**config.mk**
```make
export PLATFORM = sky130hd
export DESIGN_NAME = fb_fill_arbiter
export DESIGN_NICKNAME = d
export VERILOG_FILES = /design/src/rtl/fb_pkg.sv /design/src/rtl/fb_raster_walker.sv /design/src/rtl/fb_fill_arbiter.sv
export SDC_FILE = /design/constraint.sdc
export NUM_CORES = 1
export LEC_CHECK = 0
export BUFFER_PORTS_ARGS = -buffer_cell sky130_fd_sc_hd__buf_2
export CAP_MARGIN = 10
export CELL_PAD_IN_SITES_DETAIL_PLACEMENT = 1
export CELL_PAD_IN_SITES_GLOBAL_PLACEMENT = 1
export CORE_UTILIZATION = 40
export CTS_CLUSTER_SIZE = 28
export DETAILED_ROUTE_END_ITERATION = 16
export PLACE_DENSITY_LB_ADDON = 0.1
export SYNTH_ARGS = -nofsm -noshare
export SYNTH_HDL_FRONTEND = slang
export SYNTH_HIERARCHICAL = 1
export SYNTH_SLANG_ARGS = --single-unit
```
**constraint.sdc**
```tcl
create_clock -name CLK -period 4.4 [get_ports CLK]
set_clock_uncertainty 0.2 [all_clocks]
set_input_delay 0.88 -clock CLK [delete_from_list [all_inputs] [get_ports CLK]]
set_output_delay 0.88 -clock CLK [all_outputs]
set_load 0.02 [all_outputs]
```
**src/rtl/fb_pkg.sv**
```systemverilog
// Shared definitions for the framebuffer fill arbiter: MCU port map,
// command bit positions and the fill FSM state type.
package fb_pkg;

  localparam logic [7:0] PORT_DIR_Y    = 8'h90;
  localparam logic [7:0] PORT_DIR_X    = 8'h91;
  localparam logic [7:0] PORT_DIR_WR   = 8'h92;
  localparam logic [7:0] PORT_FILL_X0  = 8'h94;
  localparam logic [7:0] PORT_FILL_Y0  = 8'h95;
  localparam logic [7:0] PORT_FILL_X1  = 8'h96;
  localparam logic [7:0] PORT_FILL_Y1  = 8'h97;
  localparam logic [7:0] PORT_FILL_COL = 8'h98;
  localparam logic [7:0] PORT_CMD      = 8'h99;

  localparam int CMD_START = 0;
  localparam int CMD_ABORT = 1;

  typedef enum logic [1:0] {
    IDLE,
    FILL,
    DONE
  } fb_state_t;

endpackage

```
**src/rtl/fb_raster_walker.sv**
```systemverilog
// Raster walker for the fill engine: steps (cx,cy) across a latched
// rectangle in X-inner order and flags the final pixel of the rectangle.
module fb_raster_walker (
  input  logic       CLK,
  input  logic       RESET,
  input  logic       load,
  input  logic [6:0] load_x0,
  input  logic [5:0] load_y0,
  input  logic [6:0] load_x1,
  input  logic [5:0] load_y1,
  input  logic       step,
  output logic [6:0] cx,
  output logic [5:0] cy,
  output logic       last
);

  logic [6:0] x0_q;
  logic [6:0] x1_q;
  logic [5:0] y1_q;

  // A stalled cycle simply holds the position so the pixel is retried later.
  always_ff @(posedge CLK) begin
    if (RESET) begin
      x0_q <= '0;
      x1_q <= '0;
      y1_q <= '0;
      cx   <= '0;
      cy   <= '0;
    end else if (load) begin
      x0_q <= load_x0;
      x1_q <= load_x1;
      y1_q <= load_y1;
      cx   <= load_x0;
      cy   <= load_y0;
    end else if (step) begin
      if (cx == x1_q) begin
        cx <= x0_q;
        cy <= cy + 6'd1;
      end else begin
        cx <= cx + 7'd1;
      end
    end
  end

  assign last = (cx == x1_q) && (cy == y1_q);

endmodule

```
**src/rtl/fb_fill_arbiter.sv**
```systemverilog
// MCU-driven framebuffer writer: direct pixel writes plus a rectangle fill
// engine, with direct writes taking priority and stalling the fill.
module fb_fill_arbiter
  import fb_pkg::*;
#(
  parameter int X_MAX = 79,
  parameter int Y_MAX = 59
) (
  input  logic        CLK,
  input  logic        RESET,
  input  logic        IO_STRB,
  input  logic [7:0]  PORT_ID,
  input  logic [7:0]  OUT_PORT,
  output logic [7:0]  STATUS,
  output logic        BUSY,
  output logic        DONE_IRQ,
  output logic [12:0] FB_WA,
  output logic [7:0]  FB_WD,
  output logic        FB_WE
);

  localparam logic [7:0] X_LIM = 8'(X_MAX);
  localparam logic [7:0] Y_LIM = 8'(Y_MAX);

  fb_state_t  state;
  fb_state_t  next_state;
  logic [6:0] dir_x;
  logic [5:0] dir_y;
  logic [6:0] sh_x0;
  logic [6:0] sh_x1;
  logic [5:0] sh_y0;
  logic [5:0] sh_y1;
  logic [7:0] sh_color;
  logic [7:0] act_color;
  logic       done_flag;
  logic       direct_wr;
  logic       cmd_wr;
  logic       start_req;
  logic       abort_req;
  logic       bad_rect;
  logic       load;
  logic       fill_emit;
  logic [6:0] cx;
  logic [5:0] cy;
  logic       last;
  logic [6:0] clamp_x;
  logic [5:0] clamp_y;

  assign direct_wr = IO_STRB && (PORT_ID == PORT_DIR_WR);
  assign cmd_wr    = IO_STRB && (PORT_ID == PORT_CMD);
  assign start_req = cmd_wr && OUT_PORT[CMD_START];
  assign abort_req = cmd_wr && OUT_PORT[CMD_ABORT];
  assign bad_rect  = (sh_x0 > sh_x1) || (sh_y0 > sh_y1);
  assign clamp_x   = (OUT_PORT > X_LIM) ? X_LIM[6:0] : OUT_PORT[6:0];
  assign clamp_y   = (OUT_PORT > Y_LIM) ? Y_LIM[5:0] : OUT_PORT[5:0];

  // Shadow registers are always writable; the running fill uses its own copies.
  always_ff @(posedge CLK) begin
    if (RESET) begin
      dir_x    <= '0;
      dir_y    <= '0;
      sh_x0    <= '0;
      sh_x1    <= '0;
      sh_y0    <= '0;
      sh_y1    <= '0;
      sh_color <= '0;
    end else if (IO_STRB) begin
      case (PORT_ID)
        PORT_DIR_Y:    dir_y    <= OUT_PORT[5:0];
        PORT_DIR_X:    dir_x    <= OUT_PORT[6:0];
        PORT_FILL_X0:  sh_x0    <= clamp_x;
        PORT_FILL_Y0:  sh_y0    <= clamp_y;
        PORT_FILL_X1:  sh_x1    <= clamp_x;
        PORT_FILL_Y1:  sh_y1    <= clamp_y;
        PORT_FILL_COL: sh_color <= OUT_PORT;
        default: ;
      endcase
    end
  end

  always_comb begin
    next_state = state;
    load       = 1'b0;
    fill_emit  = 1'b0;
    case (state)
      IDLE: begin
        if (start_req) begin
          load       = 1'b1;
          next_state = bad_rect ? DONE : FILL;
        end
      end
      FILL: begin
        if (abort_req) begin
          next_state = DONE;
        end else if (!direct_wr) begin
          fill_emit = 1'b1;
          if (last) next_state = DONE;
        end
      end
      DONE:    next_state = IDLE;
      default: next_state = IDLE;
    endcase
  end

  // The write port is registered so direct and fill pixels share one path.
  always_ff @(posedge CLK) begin
    if (RESET) begin
      state     <= IDLE;
      act_color <= '0;
      done_flag <= 1'b0;
      FB_WE     <= 1'b0;
      FB_WA     <= '0;
      FB_WD     <= '0;
    end else begin
      state <= next_state;
      if (load) act_color <= sh_color;
      if (next_state == DONE) done_flag <= 1'b1;
      else if (load)          done_flag <= 1'b0;
      FB_WE <= direct_wr || fill_emit;
      if (direct_wr) begin
        FB_WA <= {dir_y, dir_x};
        FB_WD <= OUT_PORT;
      end else if (fill_emit) begin
        FB_WA <= {cy, cx};
        FB_WD <= act_color;
      end
    end
  end

  fb_raster_walker u_walker (
    .CLK     (CLK),
    .RESET   (RESET),
    .load    (load),
    .load_x0 (sh_x0),
    .load_y0 (sh_y0),
    .load_x1 (sh_x1),
    .load_y1 (sh_y1),
    .step    (fill_emit),
    .cx      (cx),
    .cy      (cy),
    .last    (last)
  );

  assign BUSY     = (state == FILL);
  assign DONE_IRQ = (state == DONE);
  assign STATUS   = {6'b0, done_flag, BUSY};

endmodule

```
==> results.md <==
- ANT nets after route: 0
- Synthesis-stage register bit count: 113
- Non-filler cells, final: 843
- Fin crit share: 75.2%
- Fin nets: 693
- Status: finished clean
- Fin area: 6170 um2
- Lkg Pwr: 2.29 nW
- Post-layout min period: 3.31 ns
- # diodes: 0
- Top FF cell, synth: dfxtp_1
- Mean Syn Cell Area: 8.45 um2
- Cell area after synthesis: 5340 um2
- # hold bufs at CTS: 0
- Pin count of the biggest net entering global routing: 57
- DP Area: 5570 um2
- Core Box Area: 12800 um2
- DRC Markers: 0
- Yosys cell types: 60
- RSZ-0062 raised after global routing: no
- WP data arrival: 3.43 ns
- Origin of the worst setup path: PORT_ID[7]
- Clk_lat worst skew: 0.42 ns
- VDD IR max: 0.256 mV
- HP Class: reg2reg
- DRT Pass-1 Iters: 4
- Pwr dens: 405 nW/um2
- Sequential-to-total area share from yosys stat: 42.4%
- Initial antenna violation count: 0
- Die X: 118 um
- Buffers added on ports: 44
- Io pins: 51
- Reg-to-Reg Start: u_walker/cx[3]$_SDFFE_PP0P_
- First-pass GRT wire length: 26.0 mm
- Slew Limit Headroom: 40.0%
- Clock Path Buffers: 2
- Post-synth EDFFs: 0
- Vias in the first global route: 4736
- Synth async-reset ratio: 0%
- Met2 routed WL: 7.47 mm
- Total routed wirelength: 16.2 mm
- Final hold violations: 0
- Cts repair resizes: 0
- CP Class: in2reg
- Die area: 13800 um2
- Post-DP HPWL: 11.4 mm
- Fin util: 48.1%
- Vias: 4610
- Flop-to-flop setup slack: 1.58 ns
- Worst-margin pin slew: 0.893 ns
- DR WL/cell: 19.2 um
- Cell depth of the worst flop-to-flop path: 7
- Routed length on met1: 7.89 mm
- Root buf cell: clkbuf_16
- Crit Path Max Fanout: 14
- Clock transition at path regs: 0.05 ns
- Crit path required time: 4.52 ns
- # setup viols final: 0
- Initial Util: 41.6%
- Num CTS Buffers: 17
- Total Power: 0.00250 W
- Setup Buffers After CTS: 0
- H-tree depth: 4
- Max Cap Violations: 0
- Total length of routed met3 wires: 585 um
- DP Cell Count: 812
- CTS sink count: 113
- Row count: 41
- GRT overflow: 0
- Pins over their slew limit: 0
- GP Congestion: 0.857
- P&R area growth vs syn: 15.6%
- Iteration-0 DRC Markers: 336
- Fillers: 1541
- Drt via density: 5.47
- CP Capture Type: flop
- Syn. warnings: 6
- Die height: 118 um
- Crit path capture: u_walker/cx[5]$_SDFFE_PP0P_
- Fmax: 302 MHz
- Critical Path Start Type: primary input
- Total global-route track usage: 24.5%
- Top layer in use: met4
- FF-to-FF End: done_flag$_SDFFE_PP0P_
- Fraction of layout cells with a size suffix above 1: 13.4%
- CTS tree: done
- Setup TNS: 0 ns
- Cell count after synthesis: 632
worst min-delay path by stage:
stage          cells after the start  slack [ns]                 startpoint                        end
2_1_floorplan                      2        0.23      dir_y[3]$_SDFFE_PP0P_     FB_WA[10]$_SDFFE_PP0P_
3_3_place_gp                       2        0.24  act_color[4]$_SDFFE_PP0P_  act_color[4]$_SDFFE_PP0P_
3_5_place_dp                       2        0.25  act_color[2]$_SDFFE_PP0P_  act_color[2]$_SDFFE_PP0P_
4_1_cts                            2        0.26  act_color[0]$_SDFFE_PP0P_  act_color[0]$_SDFFE_PP0P_
5_1_grt                            2        0.28  act_color[7]$_SDFFE_PP0P_  act_color[7]$_SDFFE_PP0P_
6_report                           2        0.25      dir_x[2]$_SDFFE_PP0P_      FB_WA[2]$_SDFFE_PP0P_
through the flow:
stage	worst slack [ns]	hold WS, ns
6_report	1.09	0.255
5_1_grt	1.01	0.284
4_1_cts	1.15	0.255
3_5_place_dp	0.750	0.248
3_3_place_gp	0.857	0.239
2_1_floorplan	0.986	0.228
flip-flops by register name (all words and copies together) (netlist names), 7 cells and up:
register,cells
FB_WA,13
FB_WD,8
act_color,8
sh_color,8
dir_x,7
sh_x0,7
sh_x1,7
u_walker/cx,7
u_walker/x0_q,7
u_walker/x1_q,7
metal layers:
| metal | vias to the layer above | track usage [%] |
|---|---|---|
| met2 | 95 | 38.0 |
| met3 | 23 | 4.51 |
| met5 | - | 0 |
| met1 | 2253 | 33.5 |
| met4 | 0 | 9.62 |
| li1 | 2239 | - |
cells in the mapped netlist, types with 3 or more instances:
| cell type | number | area share [%] |
|---|---|---|
| buf_6 | 3 | 0.63 |
| a311oi_1 | 4 | 0.66 |
| xor2_1 | 10 | 1.6 |
| nand2b_1 | 5 | 0.59 |
| buf_4 | 10 | 1.4 |
| o21ai_0 | 9 | 0.84 |
| buf_2 | 6 | 0.56 |
| nand3_1 | 30 | 2.8 |
| xnor2_1 | 9 | 1.5 |
| a21oi_1 | 57 | 5.3 |
| a311o_1 | 4 | 0.75 |
| and2_1 | 3 | 0.35 |
| inv_1 | 20 | 1.4 |
| or4_1 | 5 | 0.70 |
| a211oi_1 | 15 | 2.1 |
| nand4_1 | 6 | 0.70 |
| nor2_1 | 75 | 5.3 |
| nor4_1 | 3 | 0.35 |
| dfxtp_1 | 113 | 42 |
| nor3_1 | 12 | 1.1 |
| nand2_1 | 83 | 5.8 |
| ha_1 | 15 | 3.5 |
| clkbuf_1 | 23 | 1.6 |
| o31ai_1 | 6 | 0.84 |
| mux2i_1 | 41 | 7.7 |
| nor3b_1 | 3 | 0.42 |
| o21ai_1 | 19 | 1.8 |
cell usage in the layout, fill, tap and decap left out, types with 3 or more instances in the layout:
cell type    n
or4_1        5
o21ai_0      9
nand2_1     83
dfxtp_1    113
a211oi_1    15
mux2i_1     41
and2_1       3
a21oi_1     57
buf_4        6
ha_1        15
o21ai_1     19
nand2b_1     5
nor3b_1      3
clkbuf_1     3
xor2_1      10
clkbuf_16   17
conb_1       6
nand4_1      6
a311oi_1     4
nor4_1       3
nor3_1      12
clkbuf_8     7
inv_1       20
nand3_1     30
nor2_1      75
o31ai_1      6
xnor2_1      9
buf_2       44
a311o_1      4
final cells by class:
cell class              instances  area (um2)  area share, %
multi-input cells             457        2750           44.6
flip-flops and latches        113        2260           36.7
clock buffers                  27         533           8.64
repair buffers                 50         265           4.30
well taps                     172         215           3.49
inverters                      20        75.1           1.22
clock inverters                 4        70.1           1.14
critical path: stages:
cell and delay, ns:
buf_2 0.10, and4bb_4 0.21, and3b_1 0.38, a31oi_4 0.26, and2_1 0.34, nor3b_1 0.73, nand2_1 0.13, o32a_1 0.32
o31ai_1 0.08
cell families (layout without fill, tap and decap cells):
family	Yosys count	count (layout)	share of synthesized area (%)
multiplexers	41	41	7.69
AO/OA/AOI/OAI	130	130	15.0
adder cells (fa/ha/maj)	15	15	3.52
buffers and inverters	67	101	6.42
XOR/XNOR	20	20	3.42
other	1	6	0.0703
flip-flops	113	113	42.4
AND/OR/NAND/NOR	245	245	21.5
power breakdown:
part	internal [W]	switching, W	leakage, nW
clock	0.000933	0.000471	0.299
combinational	0.0000158	0.0000552	1.08
sequential	0.00103	0.00000101	0.910
No activity file was read; power rests on OpenSTA's default activity.
